`src/rtl/mem_port_arbiter.sv`:
```
`default_nettype none
// +----------------------------------------------------------------------------+
// | mem_port_arbiter: round-robin share of one memory channel among R/W ports   |
// | Revision: 1.0                                                               |
// +----------------------------------------------------------------------------+
module mem_port_arbiter #(
  parameter int RPORT  = 2,
  parameter int WPORT  = 1,
  parameter int DATA_W = 64,
  parameter int ADDR_W = 32,
  parameter int LEN_W  = 2
) (
  input  logic                      clk,
  input  logic                      rst,
  input  logic [RPORT-1:0]          co_re,
  input  logic [RPORT*ADDR_W-1:0]   co_raddr,
  input  logic [RPORT*LEN_W-1:0]    co_rlen,
  output logic [RPORT*DATA_W-1:0]   co_din,
  output logic [RPORT-1:0]          co_rack,
  input  logic [WPORT-1:0]          co_we,
  input  logic [WPORT*ADDR_W-1:0]   co_waddr,
  input  logic [WPORT*LEN_W-1:0]    co_wlen,
  input  logic [WPORT*DATA_W-1:0]   co_dout,
  output logic [WPORT-1:0]          co_wack,
  output logic                      m_re,
  output logic                      m_we,
  output logic [ADDR_W-1:0]         m_addr,
  output logic [LEN_W-1:0]          m_len,
  output logic [DATA_W-1:0]         m_wdata,
  input  logic [DATA_W-1:0]         m_rdata,
  input  logic                      m_rack,
  input  logic                      m_wack,
  output logic                      busy,
  output logic [7:0]                grant_idx
);

  localparam int N = RPORT + WPORT;

  typedef enum logic [1:0] {
    S_IDLE = 2'd0,
    S_RD   = 2'd1,
    S_WR   = 2'd2,
    S_ACK  = 2'd3
  } state_t;

  state_t                  state_q, state_d;
  logic [7:0]              ptr_q, ptr_d;
  logic [7:0]              grant_q, grant_d;
  logic [7:0]              mask_idx_q, mask_idx_d;
  logic                    mask_vld_q, mask_vld_d;
  logic                    m_re_q, m_re_d;
  logic                    m_we_q, m_we_d;
  logic                    busy_q, busy_d;
  logic [ADDR_W-1:0]       m_addr_q, m_addr_d;
  logic [LEN_W-1:0]        m_len_q, m_len_d;
  logic [DATA_W-1:0]       m_wdata_q, m_wdata_d;
  logic [RPORT*DATA_W-1:0] co_din_q, co_din_d;
  logic [RPORT-1:0]        co_rack_q, co_rack_d;
  logic [WPORT-1:0]        co_wack_q, co_wack_d;

  logic [N-1:0]            req;
  logic [N-1:0]            elig;
  logic                    hit;
  logic [7:0]              sel;

  assign req = {co_we, co_re};

  // The port granted last is held off for the first idle cycle after its ack.
  always_comb begin
    elig = '0;
    for (int i = 0; i < N; i++) begin
      elig[i] = req[i] && !(mask_vld_q && (mask_idx_q == 8'(i)));
    end
  end

  // Second pass overrides the first: lowest eligible index at or above ptr wins,
  // otherwise the lowest eligible index below ptr (wrap-around).
  always_comb begin
    hit = 1'b0;
    sel = '0;
    for (int i = N - 1; i >= 0; i--) begin
      if (elig[i] && (8'(i) < ptr_q)) begin
        hit = 1'b1;
        sel = 8'(i);
      end
    end
    for (int i = N - 1; i >= 0; i--) begin
      if (elig[i] && (8'(i) >= ptr_q)) begin
        hit = 1'b1;
        sel = 8'(i);
      end
    end
  end

  always_comb begin
    state_d    = state_q;
    ptr_d      = ptr_q;
    grant_d    = grant_q;
    mask_idx_d = mask_idx_q;
    mask_vld_d = mask_vld_q;
    m_re_d     = m_re_q;
    m_we_d     = m_we_q;
    busy_d     = busy_q;
    m_addr_d   = m_addr_q;
    m_len_d    = m_len_q;
    m_wdata_d  = m_wdata_q;
    co_din_d   = co_din_q;
    co_rack_d  = '0;
    co_wack_d  = '0;
    case (state_q)
      S_IDLE: begin
        mask_vld_d = 1'b0;
        if (hit) begin
          grant_d = sel;
          busy_d  = 1'b1;
          for (int i = 0; i < RPORT; i++) begin
            if (sel == 8'(i)) begin
              m_addr_d = co_raddr[i*ADDR_W +: ADDR_W];
              m_len_d  = co_rlen[i*LEN_W +: LEN_W];
              m_re_d   = 1'b1;
              state_d  = S_RD;
            end
          end
          for (int j = 0; j < WPORT; j++) begin
            if (sel == 8'(RPORT + j)) begin
              m_addr_d  = co_waddr[j*ADDR_W +: ADDR_W];
              m_len_d   = co_wlen[j*LEN_W +: LEN_W];
              m_wdata_d = co_dout[j*DATA_W +: DATA_W];
              m_we_d    = 1'b1;
              state_d   = S_WR;
            end
          end
        end
      end
      S_RD: begin
        if (m_rack) begin
          m_re_d  = 1'b0;
          busy_d  = 1'b0;
          state_d = S_ACK;
          for (int i = 0; i < RPORT; i++) begin
            if (grant_q == 8'(i)) begin
              co_din_d[i*DATA_W +: DATA_W] = m_rdata;
              co_rack_d[i]                 = 1'b1;
            end
          end
        end
      end
      S_WR: begin
        if (m_wack) begin
          m_we_d  = 1'b0;
          busy_d  = 1'b0;
          state_d = S_ACK;
          for (int j = 0; j < WPORT; j++) begin
            if (grant_q == 8'(RPORT + j)) co_wack_d[j] = 1'b1;
          end
        end
      end
      S_ACK: begin
        ptr_d      = (grant_q == 8'(N - 1)) ? 8'd0 : grant_q + 8'd1;
        mask_idx_d = grant_q;
        mask_vld_d = 1'b1;
        state_d    = S_IDLE;
      end
      default: state_d = S_IDLE;
    endcase
  end

  always_ff @(posedge clk or negedge rst) begin
    if (!rst) begin
      state_q    <= S_IDLE;
      ptr_q      <= '0;
      grant_q    <= '0;
      mask_idx_q <= '0;
      mask_vld_q <= 1'b0;
      m_re_q     <= 1'b0;
      m_we_q     <= 1'b0;
      busy_q     <= 1'b0;
      m_addr_q   <= '0;
      m_len_q    <= '0;
      m_wdata_q  <= '0;
      co_din_q   <= '0;
      co_rack_q  <= '0;
      co_wack_q  <= '0;
    end else begin
      state_q    <= state_d;
      ptr_q      <= ptr_d;
      grant_q    <= grant_d;
      mask_idx_q <= mask_idx_d;
      mask_vld_q <= mask_vld_d;
      m_re_q     <= m_re_d;
      m_we_q     <= m_we_d;
      busy_q     <= busy_d;
      m_addr_q   <= m_addr_d;
      m_len_q    <= m_len_d;
      m_wdata_q  <= m_wdata_d;
      co_din_q   <= co_din_d;
      co_rack_q  <= co_rack_d;
      co_wack_q  <= co_wack_d;
    end
  end

  assign m_re      = m_re_q;
  assign m_we      = m_we_q;
  assign m_addr    = m_addr_q;
  assign m_len     = m_len_q;
  assign m_wdata   = m_wdata_q;
  assign co_din    = co_din_q;
  assign co_rack   = co_rack_q;
  assign co_wack   = co_wack_q;
  assign busy      = busy_q;
  assign grant_idx = grant_q;

endmodule
`default_nettype wire

```
`config.mk`:
```
export PLATFORM = sky130hd
export DESIGN_NAME = mem_port_arbiter
export DESIGN_NICKNAME = d
export VERILOG_FILES = /design/src/rtl/mem_port_arbiter.sv
export SDC_FILE = /design/constraint.sdc
export NUM_CORES = 1
export LEC_CHECK = 0
export ABC_AREA = 1
export BUFFER_PORTS_ARGS = -buffer_cell sky130_fd_sc_hd__clkbuf_2
export CAP_MARGIN = 25
export CELL_PAD_IN_SITES_DETAIL_PLACEMENT = 1
export CELL_PAD_IN_SITES_GLOBAL_PLACEMENT = 1
export CORE_AREA = 2 2 188 190
export DETAILED_ROUTE_END_ITERATION = 7
export DIE_AREA = 0 0 190 192
export HOLD_SLACK_MARGIN = 0.08
export MAX_ROUTING_LAYER = met4
export PLACE_DENSITY = 0.85
export REMOVE_ABC_BUFFERS = 1
export SKIP_CTS_REPAIR_TIMING = 1
export SYNTH_ARGS = -nofsm -noshare
export SYNTH_HDL_FRONTEND = slang
export SYNTH_SLANG_ARGS = --single-unit
```
`constraint.sdc`:
```
create_clock -name clk -period 4.4 [get_ports clk]
set_input_delay 0.44 -clock clk [delete_from_list [all_inputs] [get_ports clk]]
set_output_delay 0.44 -clock clk [all_outputs]
set_load 0.005 [all_outputs]
```
# ---- Word level (Yosys, flattened, before mapping)
# Cells that the tools add are included.
dict set report word_totals {
  ff_bits 259
  input_bits 237
  output_inout_bits 240
  wordCells 115
}
dict set report op_classes {
  n_addsub 1
  n_lt_le_gt_ge 6
  n_eq_ne 15
  muxes 45
  reduce_logical 33
}
# op count
set ops {}
lappend ops {{32-bit two-way mux} 3}
lappend ops {{8-bit two-way mux} 6}
lappend ops {{8-bit by 1-bit == test with 1-bit output (second input constant)} 3}
lappend ops {{8-bit by 2-bit == test with 1-bit output (second input constant)} 3}
lappend ops {{8-bit logical NOT} 3}
lappend ops {{2-bit two-way mux} 12}
lappend ops {{1-bit two-way mux} 19}
lappend ops {{1-bit by 8-bit >= comparator with 1-bit output (first input constant)} 2}
lappend ops {{1-bit by 8-bit less-than comparator with 1-bit output (first input constant)} 2}
lappend ops {{4-bit AND reduction} 4}
lappend ops {{1-bit logical AND} 12}
lappend ops {{3-bit AND reduction} 4}
lappend ops {{8-bit by 1-bit adder with 8-bit output (second input constant)} 1}
lappend ops {{2-bit by 8-bit >= comparator with 1-bit output (first input constant)} 1}
lappend ops {{2-bit by 8-bit less-than comparator with 1-bit output (first input constant)} 1}
lappend ops {{2-bit != test (second input constant)} 4}
lappend ops {{2-bit one-hot mux with 4 select lines} 1}
lappend ops {{1-bit one-hot mux with 2 select lines} 3}
lappend ops {{2-bit nonzero test} 3}
lappend ops {{3-bit nonzero test} 2}
lappend ops {{2-bit == test (second input constant)} 2}
lappend ops {{4-bit != test (second input constant)} 1}
lappend ops {{1-bit logical NOT} 3}
lappend ops {{3-bit != test (second input constant)} 1}
lappend ops {{other kinds (4)} 4}

# ---- Longest topological paths before layout
# Gate-level depths: netlist of the first run.
dict set report logic_depth {
  depth_word 17
  depth_mapped 13
  mapped_depth_nobuf 12
}

# ---- Least setup slack after synthesis of the first run
# No wires, ideal clock.
dict set report synth_timing {
  path_type {flip-flop to flip-flop}
  from {register state_q[1]}
  to {register co_din_q[111], in the netlist co_din[111]}
  setup_time_ns 0.130
  arrival_ns 1.442
  required_time_ns 4.270
  path_slack_ns 2.828
  stages_incl_launch_ff 10
  path_buffers 2
  period_less_slack_ns 1.572
  path_cell_list {dfrtp_1 -> inv_1 -> ha_1 -> nand2_1 -> nor3_1 -> inv_1 -> clkbuf_1 -> clkbuf_1 -> nand2_1 -> o21ai_0}
}
dict set report synth_via {
  elab_chain_cells 2
}
# item line
set synth_lines {}
lappend synth_lines {{start: declaration} 46} ;# state_t state_q, state_d;
lappend synth_lines {{start signal: assignment} 185} ;# state_q <= state_d;
lappend synth_lines {{2-bit by 1-bit == test with 1-bit output} 110} ;# case (state_q)
lappend synth_lines {{3-bit AND reduction (no line)} --}
lappend synth_lines {{end signal: assignment} 196} ;# co_din_q <= co_din_d;
lappend synth_lines {{end: declaration} 57} ;# logic [RPORT*DATA_W-1:0] co_din_q, co_din_d;
# Every way passes these cells.
# A chain may end at the register's enable or synchronous reset.

# ---- Final worst setup path of the first run
dict set report layout_timing {
  from {register mask_idx_q[1]}
  to {register m_addr_q[12], in the netlist m_addr[12]}
}
dict set report layout_via {
  elab_chain_cells 14
  elab_cells_between_ends 37
  classes_between {4 x eq/ne; 14 x mux; 19 x reduce/logical}
}
# item line
set layout_lines {}
lappend layout_lines {{start: declaration} 49} ;# logic [7:0] mask_idx_q, mask_idx_d;
lappend layout_lines {{start signal: assignment} 188} ;# mask_idx_q <= mask_idx_d;
lappend layout_lines {{8-bit by 2-bit == test with 1-bit output} 72} ;# elig[i] = req[i] && !(mask_vld_q && (mask_idx_q == 8'(i)));
lappend layout_lines {{1-bit logical AND} 72}
lappend layout_lines {{1-bit logical NOT} 72}
lappend layout_lines {{1-bit logical AND} 72}
lappend layout_lines {{1-bit logical AND} 82} ;# if (elig[i] && (8'(i) < ptr_q)) begin
lappend layout_lines {{2-bit two-way mux} 82}
lappend layout_lines {{8-bit two-way mux (2 in series)} 82}
lappend layout_lines {{8-bit two-way mux (3 in series)} 88} ;# if (elig[i] && (8'(i) >= ptr_q)) begin
lappend layout_lines {{8-bit by 1-bit == test with 1-bit output (tied with other cells)} 117} ;# if (sel == 8'(i)) begin
lappend layout_lines {{3-bit nonzero test (no line) or 32-bit two-way mux (tied branches)} --}
lappend layout_lines {{3-bit AND reduction (no line) or 32-bit two-way mux (tied branches)} --}
lappend layout_lines {{end signal: assignment} 193} ;# m_addr_q <= m_addr_d;
lappend layout_lines {{end: declaration} 54} ;# logic [ADDR_W-1:0] m_addr_q, m_addr_d;
# Parallel ways exist; a longest one is shown, timed or not.

==> results of run 1 <==
## how the worst max path moves through the flow
stage	start	slack [ns]	to	cells after the start
2_1_floorplan	mask_idx_q[0]	1.39	m_wdata[10]	7
3_3_place_gp	co_re[1]	1.35	m_addr[3]	9
3_5_place_dp	state_q[1]	1.50	co_din[98]	8
4_1_cts	state_q[1]	1.42	co_din[114]	8
5_1_grt	state_q[1]	1.19	co_din[114]	8
6_report	mask_idx_q[1]	1.46	m_addr[12]	11
## flip-flops by register name (all words and copies together) (netlist names)
register,count
co_rack,2
co_wack,1
m_addr,32
m_we,1
mask_vld_q,1
mask_idx_q,2
m_re,1
busy,1
co_din,128
m_wdata,64
state_q,2
grant_idx,2
ptr_q,3
m_len,2
## worst reg2reg max path: stages, from the launching register on
cell	delay (ns)
sky130_fd_sc_hd__dfrtp_1	0.38
sky130_fd_sc_hd__inv_1	0.10
sky130_fd_sc_hd__nand3_1	0.15
sky130_fd_sc_hd__nand2_1	0.10
sky130_fd_sc_hd__nand3b_1	0.09
sky130_fd_sc_hd__nand2_2	0.58
sky130_fd_sc_hd__nand2_1	0.75
sky130_fd_sc_hd__buf_16	0.38
sky130_fd_sc_hd__nand2_1	0.08
sky130_fd_sc_hd__nand3_1	0.08
sky130_fd_sc_hd__nand2_1	0.09
sky130_fd_sc_hd__nand2_1	0.05
## area by class of cell
class	instances	area, um^2
well taps	455	569
diodes	4	10.0
clock buffers	37	796
fillers	4252	20400
inverters	182	684
flip-flops and latches	242	6060
multi-input cells	710	3180
repair buffers	480	2480
clock inverters	11	116
## layout by cell type, fill, tap and decap left out, drive strengths merged
| cell type | n |
|---|---|
| dlygate4sd3 | 1 |
| nor2 | 8 |
| diode | 4 |
| bufinv | 2 |
| clkbuf | 506 |
| dfrtp | 242 |
| o22ai | 2 |
| nand2 | 368 |
| inv | 182 |
| o21ai | 235 |
| nor3 | 1 |
| nand4 | 1 |
| nor4 | 1 |
| clkinv | 6 |
| buf | 10 |
| o21bai | 1 |
| ha | 4 |
| nand3 | 80 |
| conb | 6 |
| clkinvlp | 3 |
| nand3b | 1 |
| a21oi | 2 |
## per-layer routing
layer / vias up / share of wire [%] / GRT usage (%)
met5: - / 0 / -
met4: 0 / 3.8 / 8.32
met3: 88 / 6.9 / 4.46
met2: 387 / 50 / 35.4
met1: 4716 / 39 / 22.2
li1: 4615 / - / -
## power by group
group / internal, mW / switching, mW
registers: 3.27 / 0.644
clock network: 1.38 / 0.949
logic: 1.55 / 2.40
## metrics by stage
step	util, %	instance area, um^2	hold slack, ns
2_1_floorplan	-	9900	0.144
3_3_place_gp	37.7	12900	0.463
3_5_place_dp	37.8	13000	0.465
4_1_cts	40.5	13900	-0.0520
5_1_grt	40.5	13900	0.109
6_report	40.5	13900	0.119
## cell families (layout without fill, tap and decap cells)
kind of cell	Yosys count	after routing	synth area share [%]
buffers and inverters	253	710	9.99
and+or+nand+nor	460	460	18.4
other	1	10	0.0367
AOI/OAI and AO/OA	240	240	11.8
DFF	242	242	59.2
adders and majority gates	4	4	0.490
==> results.tsv, run 1 <==
metric	value	unit
net count of the finished layout	1885	
TritonCTS clock tree	built	
Die Area	36500	um^2
wire length of the first global-routing pass	56300	um
worst-case vdd ir drop	0.000355	V
flip-flop and latch count after synthesis	242	
post-detailed-placement half-perimeter wirelength	26900	um
critical-path cell with the highest stage delay	sky130_fd_sc_hd__nand2_1	
Hold Violations, Final	0	
Inserted Clock Buffers	28	
number of distinct library cells after synthesis	27	
Max-Slew Margin vs Limit	40.6	%
clock slew seen by the registers of the worst setup and hold paths	0.06	ns
clock network latency to the later pin of the worst-skew pair	0.54	ns
vertical extent of the die	192	um
mean post-synth cell area	8.52	um^2
share of post-route cells with drive strength above 1	32.3	%
worst hold path stage count	3	
leakage power total	8.14	nW
number of placed instances, taps included	2068	
largest net degree at the start of global routing	106	
number of warnings printed during yosys synthesis	0	
number of vias per cell	4.62	
R2R cell count	11	
startpoint type of the worst setup path	register	
total number of vias	9806	
slew at the pin with the worst max-slew slack	0.891	ns
initial DRC count	332	
number of core rows	68	
highest fanout seen on the critical path	35	
core area	34300	um^2
shortest clock period the worst path allows after layout	2.94	ns
clock sink total	242	
sum of overflow across all layers after global routing	0	
TritonRoute pass-1 iters	4	
antenna violations before repair	4	
setup tns final	0	ns
EDFF count, synth	0	
most used standard cell by instance count after synthesis	sky130_fd_sc_hd__nand2_1	
initial core utilization	29.8	%
post-synth top area cell	sky130_fd_sc_hd__dfrtp_1	
final routed wirelength across all metal layers	37000	um
wire length per cell	17.5	um
HP Class	input pin to register	
delay of the slowest critical-path stage	0.71	ns
Maximum Capacitance Violations	0	
Layout area overhead	35.9	%
Top delay family on crit path	simple AND/OR/NAND/NOR gates	
Worst Hold Path EP	m_wdata[25]	
number of levels in the clock H-tree	1	
top cells by area, synth	sky130_fd_sc_hd__dfrtp_1 59%, sky130_fd_sc_hd__nand2_1 13%, sky130_fd_sc_hd__o21ai_0 8.9%, sky130_fd_sc_hd__inv_1 6.6%, sky130_fd_sc_hd__nand3_1 3.8%	
Total Routing Usage GR	20.2	%
Data arrival, critical path	3.38	ns
endpoint type of the worst setup path	register	
fraction of synthesized cell area taken by the top area cell type	59.2	%
final period utilization	66.8	%
post-synth design cell area	10200	um^2
most frequent cells after synthesis	364 x sky130_fd_sc_hd__nand2_1, 242 x sky130_fd_sc_hd__dfrtp_1, 182 x sky130_fd_sc_hd__o21ai_0, 181 x sky130_fd_sc_hd__inv_1, 78 x sky130_fd_sc_hd__nand3_1	
Chip Width	190	um
maximum clock frequency	340	MHz
result of the run	completed	
maximum root-to-sink buffer count	3	
unrepaired setup endpoints after global routing	no	
CP cell instances	inv_1 -> nand3_1 -> nand2_1 -> nand3b_1 -> nand2_2 -> nand2_1 -> buf_16 -> nand2_1 -> nand3_1 -> nand2_1 -> nand2_1	
startpoint of the most critical register-to-register path	mask_idx_q[1]	
vias in the first global route	10400	
CP bufs+invs	2	
post-layout instance count excluding filler cells	2121	
Post-Syn Instances	1200	
final worst clock skew	0.0118	ns
share of the yosys chip area belonging to registers	59.2	%
final weighted congestion of routability-driven global placement	0.833	
category of the critical setup timing path	register to register	
clock root buffer	sky130_fd_sc_hd__clkbuf_16	
origin of the worst min-delay path	co_dout[25]	
Port Buffer Count	470	
ys flop type	sky130_fd_sc_hd__dfrtp_1	
worst setup slack after placement	1.50	ns
endpoint of the lowest-slack register-to-register path	m_addr[12]	
setup ws final	1.46	ns
cell seen most often among critical-path stages	sky130_fd_sc_hd__nand2_1	
async set-or-reset flop fraction in the synthesized netlist	100	%
Pwr Density	734	nW/um^2
number of placed I/O pins	477	
number of setup violations in the final report	0	
Residual DRC	0	
pins over their slew limit	0	
total power consumption of the routed design	10.2	mW
Post-DRT Antenna Nets	0	
Worst R2R Setup Slack	1.46	ns
worst endpoint required time	4.84	ns
(Power assumes the default switching activity.)
==> inputs of run 2 (changes only) <==
CORE_AREA = 2 2 185 187   (was 2 2 188 190)
DIE_AREA = 0 0 187 189   (was 0 0 190 192)
PLACE_DENSITY = 0.87   (was 0.85)
clock period = 2.85 ns   (was 4.4 ns; I/O delays follow)
==> run 2 against run 1 <==
- wire length is 12% higher
- non-clock buffer count is 137 higher
- hold slack worse by 0.060 ns
- critical path depth fell by 3
- final cell count rose by 6.0%
- setup slack got worse by 1.1 ns
- sequential power grew 57%
- utilization increased by 5.2 points
- clock power grew 47%
- via count rose by 7.4%
- global-route usage fell by 0.33 points
- critical endpoint is now co_din[126]
==> results.tsv, run 2 (synthesis gave the netlist of run 1 again) <==
metric	value	unit	change
wire length per cell	18.4	um	was 17.5 um
clock slew seen by the registers of the worst setup and hold paths	0.07	ns	was 0.06 ns
R2R cell count	8		was 11
Maximum Capacitance Violations	0		unchanged
Residual DRC	0		unchanged
startpoint of the most critical register-to-register path	state_q[1]		was mask_idx_q[1]
total power consumption of the routed design	16.0	mW	was 10.2 mW
category of the critical setup timing path	register to register		unchanged
antenna violations before repair	3		was 4
Design Area, Final	15200	um^2	was 13900 um^2
Max-Slew Margin vs Limit	49.1	%	was 40.6%
Layout area overhead	48.9	%	was 35.9%
pins over their slew limit	0		unchanged
endpoint type of the worst setup path	register		unchanged
TritonCTS clock tree	built		unchanged
shortest clock period the worst path allows after layout	2.44	ns	was 2.94 ns
most common cell after layout, fill and taps aside	sky130_fd_sc_hd__clkbuf_2		unchanged
Pwr Density	1050	nW/um^2	was 734 nW/um^2
vias in the first global route	10300		was 10400
final worst clock skew	0.0127	ns	was 0.0118 ns
Port Buffer Count	470		unchanged
sequential cell area	6060	um^2	unchanged
combined area of the multi-input logic cells	3180	um^2	unchanged
endpoint of the lowest-slack register-to-register path	co_din[126]		was m_addr[12]
Die Area	35300	um^2	was 36500 um^2
delay of the slowest critical-path stage	0.56	ns	was 0.71 ns
Chip Width	187	um	was 190 um
number of setup violations in the final report	0		unchanged
HP Class	input pin to register		unchanged
Switching Fraction	40.2	%	was 39.2%
critical-path cell with the highest stage delay	sky130_fd_sc_hd__clkinv_2		was sky130_fd_sc_hd__nand2_1
initial DRC count	408		was 332
maximum clock frequency	410	MHz	was 340 MHz
share of post-route cells with drive strength above 1	30.4	%	was 32.3%
cell area reported after detailed placement	13100	um^2	was 13000 um^2
unrepaired setup endpoints after global routing	no		unchanged
final period utilization	85.6	%	was 66.8%
result of the run	completed		unchanged
Inserted Clock Buffers	26		was 28
number of vias per cell	4.68		was 4.62
setup tns final	0	ns	unchanged
Internal	9.59	mW	was 6.20 mW
final weighted congestion of routability-driven global placement	0.886		was 0.833
combinational share of power	40.1	%	was 38.7%
share of the core filled with cells	45.7	%	was 40.5%
net load switching power	6.44	mW	was 4.00 mW
startpoint type of the worst setup path	register		unchanged
clock root buffer	sky130_fd_sc_hd__clkbuf_16		unchanged
vertical extent of the die	189	um	was 192 um
CP cell instances	inv_1 -> ha_1 -> nand2_1 -> nor3_1 -> clkinv_2 -> buf_12 -> nand2_1 -> o21ai_0		was inv_1 -> nand3_1 -> nand2_1 -> nand3b_1 -> nand2_2 -> nand2_1 -> buf_16 -> nand2_1 -> nand3_1 -> nand2_1 -> nand2_1
worst hold path stage count	3		unchanged
total number of vias	10500		was 9806
origin of the worst min-delay path	m_rdata[26]		was co_dout[25]
number of levels in the clock H-tree	1		unchanged
maximum root-to-sink buffer count	3		unchanged
cell seen most often among critical-path stages	sky130_fd_sc_hd__nand2_1		unchanged
largest net degree at the start of global routing	92		was 106
clock sink total	242		unchanged
Total Routing Usage GR	19.9	%	was 20.2%
net count of the finished layout	2020		was 1885
relative contribution of sequential cells to total power	38.5	%	was 38.4%
clock share of power	21.4	%	was 22.9%
core area	33300	um^2	was 34300 um^2
leading cell types in the layout, fill and taps excluded	469 x sky130_fd_sc_hd__clkbuf_2, 363 x sky130_fd_sc_hd__nand2_1, 242 x sky130_fd_sc_hd__dfrtp_1, 182 x sky130_fd_sc_hd__o21ai_0, 180 x sky130_fd_sc_hd__inv_1		unchanged
FILL cells	4039		was 4252
wire length of the first global-routing pass	54900	um	was 56300 um
worst setup slack after placement	0.456	ns	was 1.50 ns
initial core utilization	30.7	%	was 29.8%
Worst Hold Path EP	co_din[90]		was m_wdata[25]
worst endpoint required time	3.25	ns	was 4.84 ns
number of placed I/O pins	477		unchanged
leakage power total	8.72	nW	was 8.14 nW
number of core rows	67		was 68
Hold Violations, Final	0		unchanged
highest fanout seen on the critical path	42		was 35
Worst R2R Setup Slack	0.41	ns	was 1.46 ns
TritonRoute pass-1 iters	4		unchanged
worst-case vdd ir drop	0.000413	V	was 0.000355 V
Data arrival, critical path	2.84	ns	was 3.38 ns
slew at the pin with the worst max-slew slack	0.764	ns	was 0.891 ns
clock network latency to the later pin of the worst-skew pair	0.53	ns	was 0.54 ns
sum of overflow across all layers after global routing	0		unchanged
Post-DRT Antenna Nets	0		unchanged
setup ws final	0.410	ns	was 1.46 ns
Largest register FFs	128		unchanged
post-detailed-placement half-perimeter wirelength	27100	um	was 26900 um
final routed wirelength across all metal layers	41500	um	was 37000 um
-- run 2: worst max-delay path by stage --
stage,start,to,slack (ns)
4_1_cts,state_q[1],co_din[94],0.43
2_1_floorplan,mask_idx_q[0],m_wdata[10],-0.16
5_1_grt,state_q[1],co_din[94],0.20
6_report,state_q[1],co_din[126],0.41
3_5_place_dp,state_q[1],co_din[84],0.46
3_3_place_gp,state_q[1],co_din[72],0.61
-- run 2: cell type report --
cell class	instances	area share, %
timing repair buffer	617	25.4
sequential	242	39.8
tap	448	3.68
antenna	4	0.0658
clock buffer	35	4.90
multi-input combinational	710	20.9
clock inverter	11	0.756
inverter	182	4.50
-- run 2: power groups by stage --
| stage | clock [mW] | combinational (mW) | sequential, mW |
|---|---|---|---|
| after detailed placement | 0 | 6.08 | 6.08 |
| after floorplan | 0 | 2.82 | 6.04 |
| after global placement | 0 | 5.74 | 5.97 |
| final | 3.43 | 6.44 | 6.17 |
| after CTS | 3.49 | 6.14 | 6.06 |
| after global routing | 3.67 | 7.21 | 6.31 |
-- run 2: per-stage QoR --
stage / std cells / hold WS, ns
floorplan: 1134 / -0.0106
global placement: 2072 / 0.357
detailed placement: 2072 / 0.365
CTS: 2118 / -0.207
global route: 2248 / 0.0752
finish: 2249 / 0.0593
-- run 2: critical path, delay by kind of cell (launching register included) --
| family | cells | cell delay (ns) |
|---|---|---|
| and+or+nand+nor | 3 | 0.52 |
| DFF | 1 | 0.40 |
| adders and majority gates | 1 | 0.19 |
| buffers and inverters | 3 | 1.04 |
| AOI/OAI and AO/OA | 1 | 0.11 |
-- run 2: routing by layer --
| layer | wire length [um] | share of wire (%) | vias up | global-route usage [%] |
|---|---|---|---|---|
| li1 | - | - | 4881 | - |
| met1 | 15100 | 36 | 5093 | 21.8 |
| met2 | 22300 | 54 | 445 | 35.4 |
| met3 | 2480 | 6.0 | 111 | 3.95 |
| met4 | 1670 | 4.0 | 0 | 7.88 |
| met5 | 0 | 0 | - | - |
